File: config.mk
export PLATFORM = sky130hd
export DESIGN_NAME = instruction_loader
export DESIGN_NICKNAME = d
export VERILOG_FILES = /design/src/rtl/loader_pkg.sv /design/src/rtl/loader_word_packer.sv /design/src/rtl/instruction_loader.sv
export SDC_FILE = /design/constraint.sdc
export NUM_CORES = 1
export LEC_CHECK = 0
export BUFFER_PORTS_ARGS = -buffer_cell sky130_fd_sc_hd__buf_2
export CELL_PAD_IN_SITES_DETAIL_PLACEMENT = 1
export CELL_PAD_IN_SITES_GLOBAL_PLACEMENT = 1
export CORE_MARGIN = 2
export CORE_UTILIZATION = 47
export CTS_BUF_LIST = sky130_fd_sc_hd__clkbuf_8
export DETAILED_ROUTE_END_ITERATION = 8
export PLACE_DENSITY = 0.89
export SETUP_SLACK_MARGIN = 0.02
export SKIP_CTS_REPAIR_TIMING = 1
export SLEW_MARGIN = 25
export SYNTH_ARGS = -nofsm -noshare
export SYNTH_HDL_FRONTEND = slang
export SYNTH_SLANG_ARGS = --single-unit
File: constraint.sdc
create_clock -name clock -period 5.7 [get_ports clock]
set_input_delay 0 -clock clock [delete_from_list [all_inputs] [get_ports clock]]
set_output_delay 0 -clock clock [all_outputs]
set_load 0.02 [all_outputs]
File: src/rtl/loader_pkg.sv
// Shared definitions for the instruction loader.
//   loader_state_e : FSM state encoding (also exported on the debug port)
//   BYTES_PER_WORD : bytes per instruction word at the default 32-bit width
//   CHECKSUM_W     : width of the running modulo-256 checksum
//   bytes_per_word : bytes per word for an arbitrary word width
package loader_pkg;

  typedef enum logic [2:0] {
    IDLE    = 3'd0,
    RECEIVE = 3'd1,
    WRITE   = 3'd2,
    CHECK   = 3'd3,
    FINISH  = 3'd4
  } loader_state_e;

  localparam int DEFAULT_DATA_WIDTH = 32;
  localparam int BYTES_PER_WORD     = DEFAULT_DATA_WIDTH / 8;
  localparam int CHECKSUM_W         = 8;

  function automatic int bytes_per_word(input int data_width);
    return data_width / 8;
  endfunction

endpackage

File: src/rtl/loader_word_packer.sv
// Packs accepted bytes MSB-first into one instruction word.
//   clock, reset     : system clock, synchronous active-high reset
//   clear_i          : drop any partial word and restart at byte 0
//   shift_i          : a byte is accepted this cycle
//   byte_i           : the accepted byte
//   word_next_o      : the word including byte_i (valid while shift_i is high)
//   complete_o       : byte_i is the last byte of the current word
module loader_word_packer
  import loader_pkg::*;
#(
  parameter int DATA_WIDTH = 32
) (
  input  logic                  clock,
  input  logic                  reset,
  input  logic                  clear_i,
  input  logic                  shift_i,
  input  logic [7:0]            byte_i,
  output logic [DATA_WIDTH-1:0] word_next_o,
  output logic                  complete_o
);

  localparam int BPW = bytes_per_word(DATA_WIDTH);
  localparam int IW  = (BPW > 1) ? $clog2(BPW) : 1;

  logic [DATA_WIDTH-1:0] word_q, word_d;
  logic [IW-1:0]         idx_q, idx_d;

  // Shift form works for any multiple of 8, including a single-byte word.
  assign word_next_o = (word_q << 8) | DATA_WIDTH'(byte_i);
  assign complete_o  = shift_i && (idx_q == IW'(BPW - 1));

  always_comb begin
    word_d = word_q;
    idx_d  = idx_q;
    if (clear_i) begin
      word_d = '0;
      idx_d  = '0;
    end else if (shift_i) begin
      word_d = word_next_o;
      idx_d  = complete_o ? '0 : idx_q + 1'b1;
    end
  end

  always_ff @(posedge clock) begin
    if (reset) begin
      word_q <= '0;
      idx_q  <= '0;
    end else begin
      word_q <= word_d;
      idx_q  <= idx_d;
    end
  end

endmodule

File: src/rtl/instruction_loader.sv
// Byte-stream to instruction-RAM loader. Packs bytes into words, writes them
// to consecutive addresses from a latched base, then verifies a trailing
// modulo-256 checksum byte. An idle timeout aborts a stalled load.
//   clock, reset                 : system clock, synchronous active-high reset
//   start, base_address,
//   word_count                   : load request (sampled only in IDLE)
//   byte_in, byte_valid,
//   byte_ready                   : byte stream handshake
//   address, i_ram_input,
//   flag_write_i_ram             : registered RAM write port
//   busy, done, error            : status
//   state_dbg                    : current FSM state
//
// Handshake: a byte moves on a rising edge where byte_valid && byte_ready.
// byte_ready depends only on the state (high in RECEIVE and CHECK), never on
// byte_valid, so the source may hold byte_valid high for as long as it likes.
module instruction_loader
  import loader_pkg::*;
#(
  parameter int ADDR_WIDTH     = 10,
  parameter int DATA_WIDTH     = 32,
  parameter int TIMEOUT_CYCLES = 1000000
) (
  input  logic                  clock,
  input  logic                  reset,
  input  logic                  start,
  input  logic [ADDR_WIDTH-1:0] base_address,
  input  logic [ADDR_WIDTH-1:0] word_count,
  input  logic [7:0]            byte_in,
  input  logic                  byte_valid,
  output logic                  byte_ready,
  output logic [ADDR_WIDTH-1:0] address,
  output logic [DATA_WIDTH-1:0] i_ram_input,
  output logic                  flag_write_i_ram,
  output logic                  busy,
  output logic                  done,
  output logic                  error,
  output loader_state_e         state_dbg
);

  localparam int TW = $clog2(TIMEOUT_CYCLES + 1);

  loader_state_e         state_q, state_d;
  logic [ADDR_WIDTH-1:0] base_q, base_d;
  logic [ADDR_WIDTH-1:0] count_q, count_d;
  logic [ADDR_WIDTH-1:0] word_idx_q, word_idx_d;
  logic [CHECKSUM_W-1:0] csum_q, csum_d;
  logic [TW-1:0]         idle_q, idle_d;
  logic [ADDR_WIDTH-1:0] addr_q, addr_d;
  logic [DATA_WIDTH-1:0] data_q, data_d;
  logic                  wr_q, wr_d;
  logic                  done_q, done_d;
  logic                  error_q, error_d;

  logic                  accept;
  logic                  timeout_hit;
  logic [ADDR_WIDTH-1:0] word_idx_inc;
  logic                  pk_clear;
  logic                  pk_shift;
  logic [DATA_WIDTH-1:0] pk_word_next;
  logic                  pk_complete;

  assign byte_ready       = (state_q == RECEIVE) || (state_q == CHECK);
  assign busy             = (state_q == RECEIVE) || (state_q == WRITE) || (state_q == CHECK);
  assign address          = addr_q;
  assign i_ram_input      = data_q;
  assign flag_write_i_ram = wr_q;
  assign done             = done_q;
  assign error            = error_q;
  assign state_dbg        = state_q;

  assign accept       = byte_valid && byte_ready;
  // idle_q counts idle cycles already spent; this is the TIMEOUT_CYCLES-th.
  assign timeout_hit  = !accept && (idle_q == TW'(TIMEOUT_CYCLES - 1));
  assign word_idx_inc = word_idx_q + 1'b1;
  assign pk_shift     = (state_q == RECEIVE) && accept;

  loader_word_packer #(
    .DATA_WIDTH (DATA_WIDTH)
  ) u_packer (
    .clock       (clock),
    .reset       (reset),
    .clear_i     (pk_clear),
    .shift_i     (pk_shift),
    .byte_i      (byte_in),
    .word_next_o (pk_word_next),
    .complete_o  (pk_complete)
  );

  always_comb begin
    state_d    = state_q;
    base_d     = base_q;
    count_d    = count_q;
    word_idx_d = word_idx_q;
    csum_d     = csum_q;
    idle_d     = idle_q;
    addr_d     = addr_q;
    data_d     = data_q;
    wr_d       = 1'b0;
    done_d     = 1'b0;
    error_d    = error_q;
    pk_clear   = 1'b0;

    unique case (state_q)
      IDLE: begin
        if (start) begin
          base_d     = base_address;
          count_d    = word_count;
          word_idx_d = '0;
          csum_d     = '0;
          idle_d     = '0;
          error_d    = 1'b0;
          pk_clear   = 1'b1;
          state_d    = (word_count == '0) ? FINISH : RECEIVE;
        end
      end
      RECEIVE: begin
        if (accept) begin
          csum_d = csum_q + byte_in;
          idle_d = '0;
          // Load the write registers on the last byte so the strobe, address
          // and data all appear together during the WRITE cycle.
          if (pk_complete) begin
            wr_d    = 1'b1;
            addr_d  = base_q + word_idx_q;
            data_d  = pk_word_next;
            state_d = WRITE;
          end
        end else if (timeout_hit) begin
          error_d = 1'b1;
          state_d = FINISH;
        end else begin
          idle_d = idle_q + 1'b1;
        end
      end
      WRITE: begin
        word_idx_d = word_idx_inc;
        state_d    = (word_idx_inc == count_q) ? CHECK : RECEIVE;
      end
      CHECK: begin
        if (accept) begin
          idle_d = '0;
          if (byte_in != csum_q) error_d = 1'b1;
          state_d = FINISH;
        end else if (timeout_hit) begin
          error_d = 1'b1;
          state_d = FINISH;
        end else begin
          idle_d = idle_q + 1'b1;
        end
      end
      FINISH: begin
        done_d  = 1'b1;
        state_d = IDLE;
      end
      default: state_d = IDLE;
    endcase
  end

  always_ff @(posedge clock) begin
    if (reset) begin
      state_q    <= IDLE;
      base_q     <= '0;
      count_q    <= '0;
      word_idx_q <= '0;
      csum_q     <= '0;
      idle_q     <= '0;
      addr_q     <= '0;
      data_q     <= '0;
      wr_q       <= 1'b0;
      done_q     <= 1'b0;
      error_q    <= 1'b0;
    end else begin
      state_q    <= state_d;
      base_q     <= base_d;
      count_q    <= count_d;
      word_idx_q <= word_idx_d;
      csum_q     <= csum_d;
      idle_q     <= idle_d;
      addr_q     <= addr_d;
      data_q     <= data_d;
      wr_q       <= wr_d;
      done_q     <= done_d;
      error_q    <= error_d;
    end
  end

endmodule

Word level (Yosys, flattened, before mapping)
Index checks and enable logic that the tools add are counted.

storage, ports and cells
  word-level logic and storage cells = 87
  bits of input ports = 32
  register bits after elaboration = 132

operators by class
  equal/unequal tests = 14
  muxes and demuxes = 28
  add/subtract/negate cells = 5
  reductions and logical operators = 24
  bitwise gates (word level) = 3

operator list
  operator                                                number
  2-to-1 mux 20 bit                                       3
  one-hot mux 20 bit (2 select lines)                     1
  bitwise OR 32 x 8 -> 32 bit                             1
  adder 20 x 1 -> 20 bit (second input constant)          1
  equality test 20 bit (second input constant)            1
  one-hot mux 10 bit (2 select lines)                     1
  2-to-1 mux 3 bit                                        6
  2-to-1 mux 8 bit                                        2
  one-hot mux 8 bit (2 select lines)                      1
  one-hot mux 3 bit (4 select lines)                      1
  adder 10 x 1 -> 10 bit (second input constant)          1
  adder 10 bit                                            1
  equality test 10 bit                                    1
  logical NOT 10 bit                                      1
  2-to-1 mux 10 bit                                       1
  2-to-1 mux 1 bit                                        9
  AND reduction 3 bit                                     3
  adder 8 bit                                             1
  inequality test 8 bit                                   1
  equality test 3 x 2 -> 1 bit (second input constant)    2
  inequality test 2 bit (second input constant)           3
  inequality test 3 x 2 -> 1 bit (second input constant)  2
  AND reduction 2 bit                                     3
  nonzero test 2 bit                                      3
  16 further kinds                                        24

Logic depth before layout (Yosys ltp)
  word-level depth = 8
  gate-level depth with buffers = 9
  depth with buffers taken out = 9

By module
Synthesis repeated with hierarchy kept, for this count alone.

unflattened totals
  cell total of the unflattened synthesis = 746
  area, all modules = 6243.5 um2

modules (own cells, without submodules)
  module              seq. area each (um2)  area each (um2)  cells each  times used
  instruction_loader  2122.0                5232.5           650         1
  loader_word_packer  520.5                 1011.0           96          1

Worst setup path before layout
No wires, ideal clock.

  kind = reg-to-reg
  start point = register word_idx_q[0]
  end point = register addr_q[6] (netlist: address[6])
  clock period less this slack = 1.881 ns
  library setup time = 0.116 ns
  cell stages (with the launch flop) = 9
  buffers on the path = 0
  arrival = 1.764 ns
  data required time = 5.584 ns
  setup slack = 3.819 ns
  cell sequence = dfxtp_1 > ha_1 > inv_1 > fa_1 > nor2b_1 > o21ai_0 > a21oi_1 > o21ai_0 > a31o_2

on the way
  longest elaborated chain between the ends = 1

RTL lines
  what                      RTL line                   text
  start: declaration        instruction_loader.sv:46   logic [ADDR_WIDTH-1:0] word_idx_q, word_idx_d;
  start signal: assignment  instruction_loader.sv:177  word_idx_q <= word_idx_d;
  adder 10 bit              instruction_loader.sv:125  addr_d = base_q + word_idx_q;
  end signal: assignment    instruction_loader.sv:180  addr_q <= addr_d;
  end: declaration          instruction_loader.sv:49   logic [ADDR_WIDTH-1:0] addr_q, addr_d;

Every way passes these cells.
A chain may end at the register's enable or synchronous reset.

Worst setup path after layout
  start point = register state_q[1] (netlist: state_dbg[1])
  end point = register idle_q[8]

on the way
  longest elaborated chain between the ends = 7

RTL lines
  what                                                                                 RTL line                                             text
  start: declaration                                                                   instruction_loader.sv:43                             loader_state_e state_q, state_d;
  start signal: assignment                                                             instruction_loader.sv:174                            state_q <= state_d;
  equality test 3 x 1 -> 1 bit / equality test 3 x 2 -> 1 bit (equally long branches)  instruction_loader.sv:63, instruction_loader.sv:104
  logical OR 1 bit                                                                     instruction_loader.sv:63                             assign byte_ready = (state_q == RECEIVE) || (state_q == CHECK);
  logical AND 1 bit                                                                    instruction_loader.sv:72                             assign accept = byte_valid && byte_ready;
  logical NOT 1 bit                                                                    instruction_loader.sv:74                             assign timeout_hit = !accept && (idle_q == TW'(TIMEOUT_CYCLES - 1));
  logical AND 1 bit                                                                    instruction_loader.sv:74
  inequality test 3 bit (no source line)                                               --
  AND reduction 3 bit (no source line)                                                 --
  end signal: assignment                                                               instruction_loader.sv:179                            idle_q <= idle_d;
  end: declaration                                                                     instruction_loader.sv:48                             logic [TW-1:0] idle_q, idle_d;

Parallel ways exist; a longest one is shown, timed or not.

==> out/summary.txt <==
Ys Warns: 0
Worst setup SP type: register
Mapped Avg Cell Area: 7.979 µm²
Clock Latency Late Sink: 0.45 ns
Starting Density: 47.99%
Setup TNS Final: 0 ns
Initial DRC Count: 327
Clock Pin Slew Worst Setup and Hold Paths: 0.07 ns
antenna violations before repair: 0
Setup Viol. Count Final: 0
unrepaired setup endpoints after global routing: false
CP endpoint kind: register
Vias/cell: 5.546
WHS Endpoint: idle_q[1]
register area: 2643 µm²
num rows: 41
actual slew at the worst max-slew pin: 0.9639 ns
largest net degree at the start of global routing: 90
worst vdd ir: 0.0001970 V
grt ovf: 0
commonest non-fill, non-tap cells in the layout: nand2_1, dfxtp_1, a21oi_1
final cycle utilization of the critical path: 47.55%
maximum root-to-sink buffer count: 2
Final Max Tran Viols: 0
Root Driver: clkbuf_8
Netlist Area Pre-Place: 6032 µm²
syn_nets: 809
CP required: 6.01 ns
# IOs: 82
Critical Path Fanout Max: 27
Max Freq: 0.3690 GHz
wirelength, routed: 17.83 mm
WHS Path Cells: 4
crit path kind: reg2reg
via count: 5701
total power: 2.074 mW
H-tree depth: 4
outcome: completed
most common cell after layout, fill and taps aside: nand2_1
Hold Vio Cnt, Final: 0
drt pass-1 iters: 5
crit path DAT: 3.02 ns
reg2reg start: state_dbg[1]
core area: 12570 µm²
fill cell count: 1558
input/output buffers: 81
vias in the first global route: 5424
Setup Skew: 0.008878 ns
# Max-Cap Violations: 0
# DRC: 0
worst r2r dst: idle_q[8]
diode count: 0
GRT Overall Usage: 24.20%
Multi-input gate area: 3142 µm²
ANT nets after route: 0
reg2reg path depth: 5
clock sink count: 132
ys async rst share: 0%
die area: 13760 µm²
total CTS buffers: 17
Main synth FF type: dfxtp_1
R2R setup slack: 2.99 ns
synthesized instance count: 756
minimum clock period: 2.710 ns
power per standard cell area: 286.7 nW/µm²
Hold Startpoint: byte_valid
relative slew slack: 35.74%
CTS tree: built
first-pass GRT wire length: 26.08 mm
WL/cell: 17.34 µm
Worst Hold Class: in2reg
layout cell share with drive strength beyond 1: 14.84%
Seq/Total Area, Yosys: 43.81%
flip-flop and latch count after synthesis: 132
post-DP HPWL: 11.32 mm
die height: 117.3 µm
cell leakage power: 2.805 nW
Unique masters post-synth: 55
DIE WIDTH: 117.3 µm
fin nets: 896
area growth from synthesis to layout: 19.95%
GPL Wtd Cong: 0.8380
number of flops mapped to enable cells by yosys: 0
## sequential cells by signal (all words and copies together) (netlist names), 2 cells and up
signal / count
state_dbg: 3
idle_q: 20
count_q: 10
address: 10
u_packer.word_q: 24
base_q: 10
i_ram_input: 32
csum_q: 8
u_packer.idx_q: 2
word_idx_q: 10
## cell usage after synthesis, drive strengths merged, types with 4 or more instances
| library cell | n | area, µm² |
|---|---|---|
| nand2 | 189 | 711.9 |
| dfxtp | 132 | 2643 |
| a21oi | 105 | 529.3 |
| nor2 | 60 | 225.2 |
| clkbuf | 27 | 101.4 |
| xnor2 | 22 | 192.7 |
| xor2 | 21 | 183.9 |
| buf | 19 | 117.6 |
| ha | 19 | 237.7 |
| o21ai | 18 | 90.08 |
| nand3 | 16 | 80.08 |
| nor3 | 16 | 85.08 |
| nand4 | 12 | 81.33 |
| a22oi | 10 | 75.07 |
| and3 | 10 | 62.56 |
| inv | 10 | 37.54 |
| or3 | 9 | 56.30 |
| nor4 | 5 | 37.53 |
| a211oi | 4 | 35.03 |
| nor4b | 4 | 41.29 |
## worst max-delay path, stage by stage (launching register included)
cell	delay [ns]
dfxtp_1	0.51
nor4b_4	0.28
buf_4	0.28
or2_1	0.78
a21o_1	0.57
nor2_1	0.12
## layout make-up
cell class	instances	share of cell area [%]
clock inverters	15	3.285
flip-flops and latches	132	36.52
multi-input cells	568	43.42
clock buffers	17	3.234
inverters	10	0.5188
repair buffers	114	10.05
well taps	172	2.974
## cell families (layout without fill, tap and decap cells)
family	Yosys count	after routing	synth area share (%)
compound gates	158	158	14.71
buf+inv	56	156	4.252
fa+ha+maj	21	21	4.605
xor+xnor	43	43	6.243
mux	3	3	0.4978
flops	132	132	43.81
simple gates	343	343	25.89
## metal layers
layer / global-route usage (%) / wire, µm / vias up
met5: 0 / 0 / -
met4: 9.020 / 342 / 0
met3: 5.201 / 706 / 29
met2: 41.53 / 9283 / 149
met1: 29.84 / 7499 / 2781
li1: - / - / 2742
## stage by stage
stage	cell area, µm²	hold WS [ns]	utilization (%)	instances	worst slack (ns)
detailed placement	6472	0.2514	51.50	967	3.023
global route	7236	0.06616	57.57	1028	2.793
global placement	6472	0.2419	51.50	967	3.196
floorplan	6032	0.1360	-	756	3.819
finish	7236	0.05028	57.57	1028	2.990
CTS	6944	-0.2499	55.25	999	3.008
## report_power, final
| part | total [mW] | switching (mW) | leakage, nW | internal (mW) |
|---|---|---|---|---|
| registers | 0.957 | 0.0181 | 1.07 | 0.939 |
| logic | 0.181 | 0.113 | 1.51 | 0.0679 |
| clock network | 0.937 | 0.377 | 0.229 | 0.560 |
| total | 2.07 | 0.508 | 2.81 | 1.57 |
## worst max path at each step
stage,end,cells past startpoint,from
2_1_floorplan,address[6],8,word_idx_q[0]
3_3_place_gp,idle_q[17],5,state_dbg[1]
3_5_place_dp,state_dbg[1],7,state_dbg[0]
4_1_cts,idle_q[8],5,state_dbg[1]
5_1_grt,idle_q[3],5,state_dbg[1]
6_report,idle_q[8],5,state_dbg[1]
No activity file was read; power rests on OpenSTA's default activity.
